===== config.mk =====
export PLATFORM = sky130hd
export DESIGN_NAME = mem_arbiter
export DESIGN_NICKNAME = d
export VERILOG_FILES = /design/src/rtl/mem_arbiter.sv
export SDC_FILE = /design/constraint.sdc
export NUM_CORES = 1
export LEC_CHECK = 0
export ABC_AREA = 1
export BUFFER_PORTS_ARGS = -buffer_cell sky130_fd_sc_hd__buf_2
export CELL_PAD_IN_SITES_DETAIL_PLACEMENT = 0
export CELL_PAD_IN_SITES_GLOBAL_PLACEMENT = 1
export CORE_MARGIN = 5
export CORE_UTILIZATION = 29
export CTS_BUF_LIST = sky130_fd_sc_hd__clkbuf_16
export DETAILED_ROUTE_END_ITERATION = 10
export PLACE_DENSITY_LB_ADDON = 0.1
export SLEW_MARGIN = 5
export SYNTH_ARGS = -nofsm -noshare
export SYNTH_HDL_FRONTEND = slang
export SYNTH_SLANG_ARGS = --single-unit
export TNS_END_PERCENT = 20

===== constraint.sdc =====
create_clock -name clk -period 1.3 [get_ports clk]
set_input_delay 0.13 -clock clk [delete_from_list [all_inputs] [get_ports clk]]
set_output_delay 0.13 -clock clk [all_outputs]
set_load 0.05 [all_outputs]

===== src/rtl/mem_arbiter.sv =====
// Round-robin arbiter sharing one memory port between instruction fetch and data access.
// Registers the winning request, holds it until mem_ready or timeout, then pulses ready once.
module mem_arbiter #(
    parameter int unsigned ADDR_W   = 32,
    parameter int unsigned DATA_W   = 32,
    parameter int unsigned MAX_WAIT = 255
) (
    input  logic              clk,
    input  logic              reset,
    input  logic              i_ren,
    input  logic [ADDR_W-1:0] i_addr,
    output logic [DATA_W-1:0] i_dataout,
    output logic              i_ready,
    input  logic              d_ren,
    input  logic              d_wen,
    input  logic [ADDR_W-1:0] d_addr,
    input  logic [DATA_W-1:0] d_datain,
    input  logic [3:0]        d_byte_sel,
    output logic [DATA_W-1:0] d_dataout,
    output logic              d_ready,
    output logic              mem_ren,
    output logic              mem_wen,
    output logic [ADDR_W-1:0] mem_addr,
    output logic [DATA_W-1:0] mem_wdata,
    output logic [3:0]        mem_byte_sel,
    input  logic [DATA_W-1:0] mem_rdata,
    input  logic              mem_ready,
    output logic              bus_err
);

    localparam int unsigned CNT_W = $clog2(MAX_WAIT + 1);
    // Counter value on the last permitted wait cycle; one more miss means timeout.
    localparam logic [CNT_W-1:0] WAIT_LAST = CNT_W'(MAX_WAIT - 1);

    typedef enum logic [1:0] {
        S_IDLE,
        S_BUSY,
        S_DONE
    } state_t;

    typedef enum logic {
        G_INSTR,
        G_DATA
    } port_t;

    state_t            state;
    port_t             last_grant;
    port_t             cur_port;
    logic [CNT_W-1:0]  wait_cnt;

    logic              d_req;
    logic              i_req;
    logic              grant_d;
    logic [DATA_W-1:0] resp_data;

    assign d_req   = d_ren | d_wen;
    assign i_req   = i_ren;
    // Data wins when alone, or on a tie when instruction was granted last.
    assign grant_d = d_req & (~i_req | (last_grant == G_INSTR));
    // Writes and timeouts return zero data.
    assign resp_data = (mem_ready && mem_ren) ? mem_rdata : '0;

    always_ff @(posedge clk) begin
        if (reset) begin
            state        <= S_IDLE;
            last_grant   <= G_INSTR;
            cur_port     <= G_INSTR;
            wait_cnt     <= '0;
            i_dataout    <= '0;
            i_ready      <= 1'b0;
            d_dataout    <= '0;
            d_ready      <= 1'b0;
            mem_ren      <= 1'b0;
            mem_wen      <= 1'b0;
            mem_addr     <= '0;
            mem_wdata    <= '0;
            mem_byte_sel <= 4'b0000;
            bus_err      <= 1'b0;
        end else begin
            i_ready <= 1'b0;
            d_ready <= 1'b0;
            bus_err <= 1'b0;

            case (state)
                S_IDLE: begin
                    if (d_req || i_req) begin
                        state    <= S_BUSY;
                        wait_cnt <= '0;
                        if (grant_d) begin
                            cur_port     <= G_DATA;
                            last_grant   <= G_DATA;
                            mem_wen      <= d_wen;
                            mem_ren      <= ~d_wen;
                            mem_addr     <= d_addr;
                            mem_wdata    <= d_datain;
                            mem_byte_sel <= d_byte_sel;
                        end else begin
                            cur_port     <= G_INSTR;
                            last_grant   <= G_INSTR;
                            mem_wen      <= 1'b0;
                            mem_ren      <= 1'b1;
                            mem_addr     <= i_addr;
                            mem_wdata    <= '0;
                            mem_byte_sel <= 4'b1111;
                        end
                    end
                end

                S_BUSY: begin
                    // mem_ready is checked first so it wins over a simultaneous timeout.
                    if (mem_ready || (wait_cnt == WAIT_LAST)) begin
                        state   <= S_DONE;
                        mem_ren <= 1'b0;
                        mem_wen <= 1'b0;
                        bus_err <= ~mem_ready;
                        if (cur_port == G_DATA) begin
                            d_ready   <= 1'b1;
                            d_dataout <= resp_data;
                        end else begin
                            i_ready   <= 1'b1;
                            i_dataout <= resp_data;
                        end
                    end else begin
                        wait_cnt <= wait_cnt + CNT_W'(1);
                    end
                end

                S_DONE: begin
                    state    <= S_IDLE;
                    wait_cnt <= '0;
                end

                default: begin
                    state <= S_IDLE;
                end
            endcase
        end
    end

endmodule


**Word-level counts from Yosys, hierarchy flattened**

Cells that the tools add are included.

- Register bits: 148
- Bits in latches: 0
- RAM bits: 0
- ROM bits: 0
- Bits of input ports: 138
- Output and inout bits: 137
- Word-level logic and storage cells: 62
- Memories: 0

- Add/sub/neg operators: 1
- $mul: 0
- Divide/modulo/power cells: 0
- Order comparisons: 0
- Equality and inequality tests: 6
- Shift-type cells: 0
- Multiplexer cells: 20
- Bitwise operators: 9
- Reduce and logical (&&, ||, !) cells: 13

Operators by type and width:

| cell | number |
|---|---|
| 2-to-1 mux 32 bit | 3 |
| case mux 8 bit (3 select lines) | 1 |
| 2-to-1 mux 8 bit | 2 |
| AND reduction 3 bit | 4 |
| adder 8 x 1 -> 8 bit (second input constant) | 1 |
| equality test 8 bit (second input constant) | 1 |
| 2-to-1 mux 1 bit | 8 |
| inequality test 2 bit (second input constant) | 3 |
| inverter 1 bit | 6 |
| 2-to-1 mux 2 bit | 2 |
| 2-to-1 mux 4 bit | 1 |
| case mux 1 bit (2 select lines) | 2 |
| case mux 2 bit (2 select lines) | 1 |
| AND reduction 2 bit | 2 |
| nonzero test 3 bit | 1 |
| OR reduction 3 bit | 1 |
| equality test 2 x 1 -> 1 bit (second input constant) | 1 |
| equality test 2 bit (second input constant) | 1 |
| zero test 2 bit | 1 |
| logical OR 1 bit | 2 |
| OR 1 bit | 2 |
| nonzero test 2 bit | 1 |
| AND 1 bit | 1 |
| logical AND 1 bit | 1 |

**Longest topological paths before layout**

- Depth in word-level cells: 6
- Gate-level depth with buffers: 11
- Depth with buffers taken out: 11

**Worst setup path after synthesis**

No wires, ideal clock.

- Path type: register -> register
- From: register mem_ren
- To: register i_dataout[28]
- Library setup time: 70 ps
- Data arrival time: 1402 ps
- Slack: -172 ps
- Stages on the path, launching flop included: 6
- Path buffers: 1
- Cell sequence: dfxtp_1 -> nand2_1 -> clkbuf_1 -> nor2_1 -> nand4_1 -> a21oi_1

- Longest elaborated chain between the ends: 2

Ends and longest elaborated chain:

| element | line | text |
|---|---|---|
| start, declared | 21 | `output logic mem_ren,` |
| start signal, assigned | 93 | `mem_ren <= ~d_wen;` |
| logical AND 1 bit | 61 | `assign resp_data = (mem_ready && mem_ren) ? mem_rdata : '0;` |
| 2-to-1 mux 32 bit | 61 |  |
| end signal, assigned | 121 | `i_dataout <= resp_data;` |
| end, declared | 12 | `output logic [DATA_W-1:0] i_dataout,` |

No other way between the ends.
A chain may end at the register's enable or synchronous reset.

**Worst setup path in the final report**

- From: register wait_cnt[0]
- To: register i_dataout[12]

- Longest elaborated chain between the ends: 3

Ends and longest elaborated chain:

| element | line | text |
|---|---|---|
| start, declared | 49 | `logic [CNT_W-1:0] wait_cnt;` |
| start signal, assigned | 124 | `wait_cnt <= wait_cnt + CNT_W'(1);` |
| equality test 8 bit | 111 | `if (mem_ready \|\| (wait_cnt == WAIT_LAST)) begin` |
| logical OR 1 bit | 111 |  |
| AND reduction 3 bit (no source line) | n/a |  |

No other way between the ends.

==> flow_metrics.tcl <==
set metrics [dict create \
    status "complete, but fails checks" \
    violations "setup timing" \
    numCtsBuffers 17 \
    end_kind "register" \
    switching_share 0.312 \
    grt_max_degree 72 \
    ys_types 27 \
    finalNetCount 1348 \
    design_area_sq_um 9880 \
    synth-seq-cells 148 \
    overflow 0 \
    dr.pass1.iters 5 \
    cp_slowest_cell "dfxtp_2" \
    worstMarginPinSlew_ns 0.349 \
    cp_max_fo 15 \
    post-route-util 0.474 \
    grt_pass1_wl_um 35900 \
    max_freq_mhz 702 \
    detailed_place_hpwl_um 15600 \
    p_int_mw 9.06 \
    final_cell_mix "buf_2, nand2_1, a21oi_1, dfxtp_1, dlygate4sd3_1" \
    placed_cells 1360 \
    timing.final.crit_share 1.10 \
    io_buffers 274 \
    clkLatencyLatePin_ns 0.42 \
    via_count 6960 \
    grt_antenna_before_repair 1 \
    place_area_sq_um 8140 \
    seq_area_frac_synth 0.487 \
    report.final.slew_viol_count 0 \
    p_sw_mw 4.11 \
    rows 53 \
    htree_num_levels 4 \
    clock_tree.root_cell "clkbuf_16" \
    layout_commonest_cell "buf_2" \
    tns_ns -6.72 \
    cpPeakStageDelay_ns 0.32 \
    power_frac_seq 0.373 \
    maxCapViolCount 0 \
    maxSlewHeadroom 0.767 \
    synthCells 818 \
    synth_nets 958 \
    ios 275 \
    path_class "reg -> reg" \
    grt_pass1_vias 7059 \
    rsz0062_at_grt "yes" \
    finalWorstSetupSlack_ns -0.124 \
    setup_viol 76 \
    fp.dieW_um 155 \
    critPathArrivalTime_ns 1.72 \
    wire_per_inst_um 15.3 \
    hp-class "in -> reg" \
    drc 0 \
    gp_congestion 0.798 \
    fin_worst_skew_ns 0.0120 \
    fin_cells 1495 \
    diodes 0 \
    power_frac_clock 0.393 \
    cp_common_cell "inv_2" \
    yosysWarnings 0 \
    drtIter0Drc 264 \
    final-hold-violation-count 0 \
    combinationalPowerShare 0.234 \
    clk_pin_slew_ns 0.06 \
    synth.cell_area_sq_um 6080 \
    syn_to_final_growth_pct 62.4 \
    drt_wl_total_um 22900 \
    power_density_nw_per_um2 1330 \
    p_leak_nw 4.60 \
    ant_nets 0 \
    fill_cells 2114 \
    viasPerCell 4.66 \
    clkSinkCount 148 \
    drive_above_1_share 0.326 \
    cts_tree "built" \
    die_h_um 155 \
    required_ns 1.60 \
    core_area_sq_um 20800 \
    grt_usage 0.183 \
    total_power_mw 13.2 \
    dieArea_sq_um 24000 \
    ir_drop_v 0.000829 \
    synth.avg_cell_area_sq_um 7.43 \
    start_util 0.292 \
    path_cells "inv_2, ha_4, inv_2, nor2_2, nand2_2, nand2_8, nand3_4, clkbuf_16, nand2_1, a21oi_1" \
    critPathLaunchType "register" \
    cts_buffer_depth 2 \
    fin_crit_ns 1.42 \
]
## power by group through the flow
stage                     clock (mW)  sequential (mW)  combinational [mW]
after floorplan                    0             5.83               0.936
after global placement             0             5.01                2.81
after detailed placement           0             5.01                2.79
after CTS                       5.31             4.91                3.04
after global routing            5.52             4.94                3.32
final                           5.18             4.92                3.08
## final timing paths
check	startpoint	endpoint	slack (ns)	depth (start not counted)
worst max register to register	wait_cnt[0]	i_dataout[12]	-0.12	10
worst max-delay path	wait_cnt[0]	i_dataout[12]	-0.12	10
worst min-delay path	d_addr[3]	mem_addr[3]	0.03	3
worst min register to register	i_dataout[30]	i_dataout[30]	0.46	2
## sequential cells by signal, indices dropped and copies added, names as in the netlist
name / cells
bus_err: 1
cur_port: 1
d_dataout: 32
d_ready: 1
i_dataout: 32
i_ready: 1
mem_addr: 32
mem_byte_sel: 4
mem_ren: 1
mem_wdata: 32
mem_wen: 1
state: 2
wait_cnt: 8
## cell families after synthesis
group | count (synthesis) | share of synthesized area
adder cells (fa/ha/maj) | 2 | 0.00412
buffers and inverters | 119 | 0.0871
AO/OA/AOI/OAI | 212 | 0.177
AND/OR/NAND/NOR | 337 | 0.245
flip-flops | 148 | 0.487
## routing by layer
layer,routed length [um],vias up,GRT usage,part of all wire
li1,-,3518,-,-
met1,9740,3159,0.219,0.43
met2,10800,242,0.310,0.47
met3,1760,39,0.0562,0.077
met4,550,2,0.0669,0.024
met5,13,-,0,0.00057
## cell type report
| cell class | instances | area (sq um) | share of cell area |
|---|---|---|---|
| multi-input cells | 551 | 2670 | 0.270 |
| clock inverters | 14 | 185 | 0.0188 |
| inverters | 53 | 201 | 0.0204 |
| clock buffers | 17 | 425 | 0.0431 |
| repair buffers | 437 | 3080 | 0.312 |
| flip-flops and latches | 148 | 2970 | 0.301 |
| well taps | 275 | 344 | 0.0348 |
## cells in the mapped netlist, drive strengths merged
| cell type | n | area share |
|---|---|---|
| nand4 | 65 | 0.067 |
| inv | 52 | 0.032 |
| nand3 | 13 | 0.012 |
| clkbuf | 37 | 0.023 |
| ha | 2 | 0.0041 |
| a21oi | 174 | 0.15 |
| o21a | 1 | 0.0012 |
| dfxtp | 148 | 0.49 |
| o21ai | 37 | 0.030 |
| nand2 | 199 | 0.13 |
| nor2 | 58 | 0.039 |
| nor3 | 1 | 0.00082 |
| clkinv | 1 | 0.00062 |
| or2 | 1 | 0.0010 |
| buf | 29 | 0.031 |
## timing repair
item,4_1_cts,5_1_grt
endpoints found under the setup margin,100,139
gates resized for setup,2,18
pin swaps,6,2
gates cloned,0,2
buffers inserted,0,3
hold endpoints to repair,68,0
hold buffers,99,0
## critical path: cells and delay by family (launching register included)
| kind | cells | cell delay (ns) |
|---|---|---|
| flip-flops | 1 | 0.32 |
| AND/OR/NAND/NOR | 5 | 0.52 |
| adder cells (fa/ha/maj) | 1 | 0.12 |
| buffers and inverters | 3 | 0.30 |
| AO/OA/AOI/OAI | 1 | 0.06 |
## through the flow
| step | hold slack [ns] | worst slack (ns) |
|---|---|---|
| floorplan | 0.251 | 0.000400 |
| global placement | 0.343 | -0.0470 |
| detailed placement | 0.347 | -0.0832 |
| CTS | 0.00602 | -0.102 |
| global route | 0.00152 | -0.228 |
| finish | 0.0289 | -0.124 |
Power figures use the tool's default switching activity.
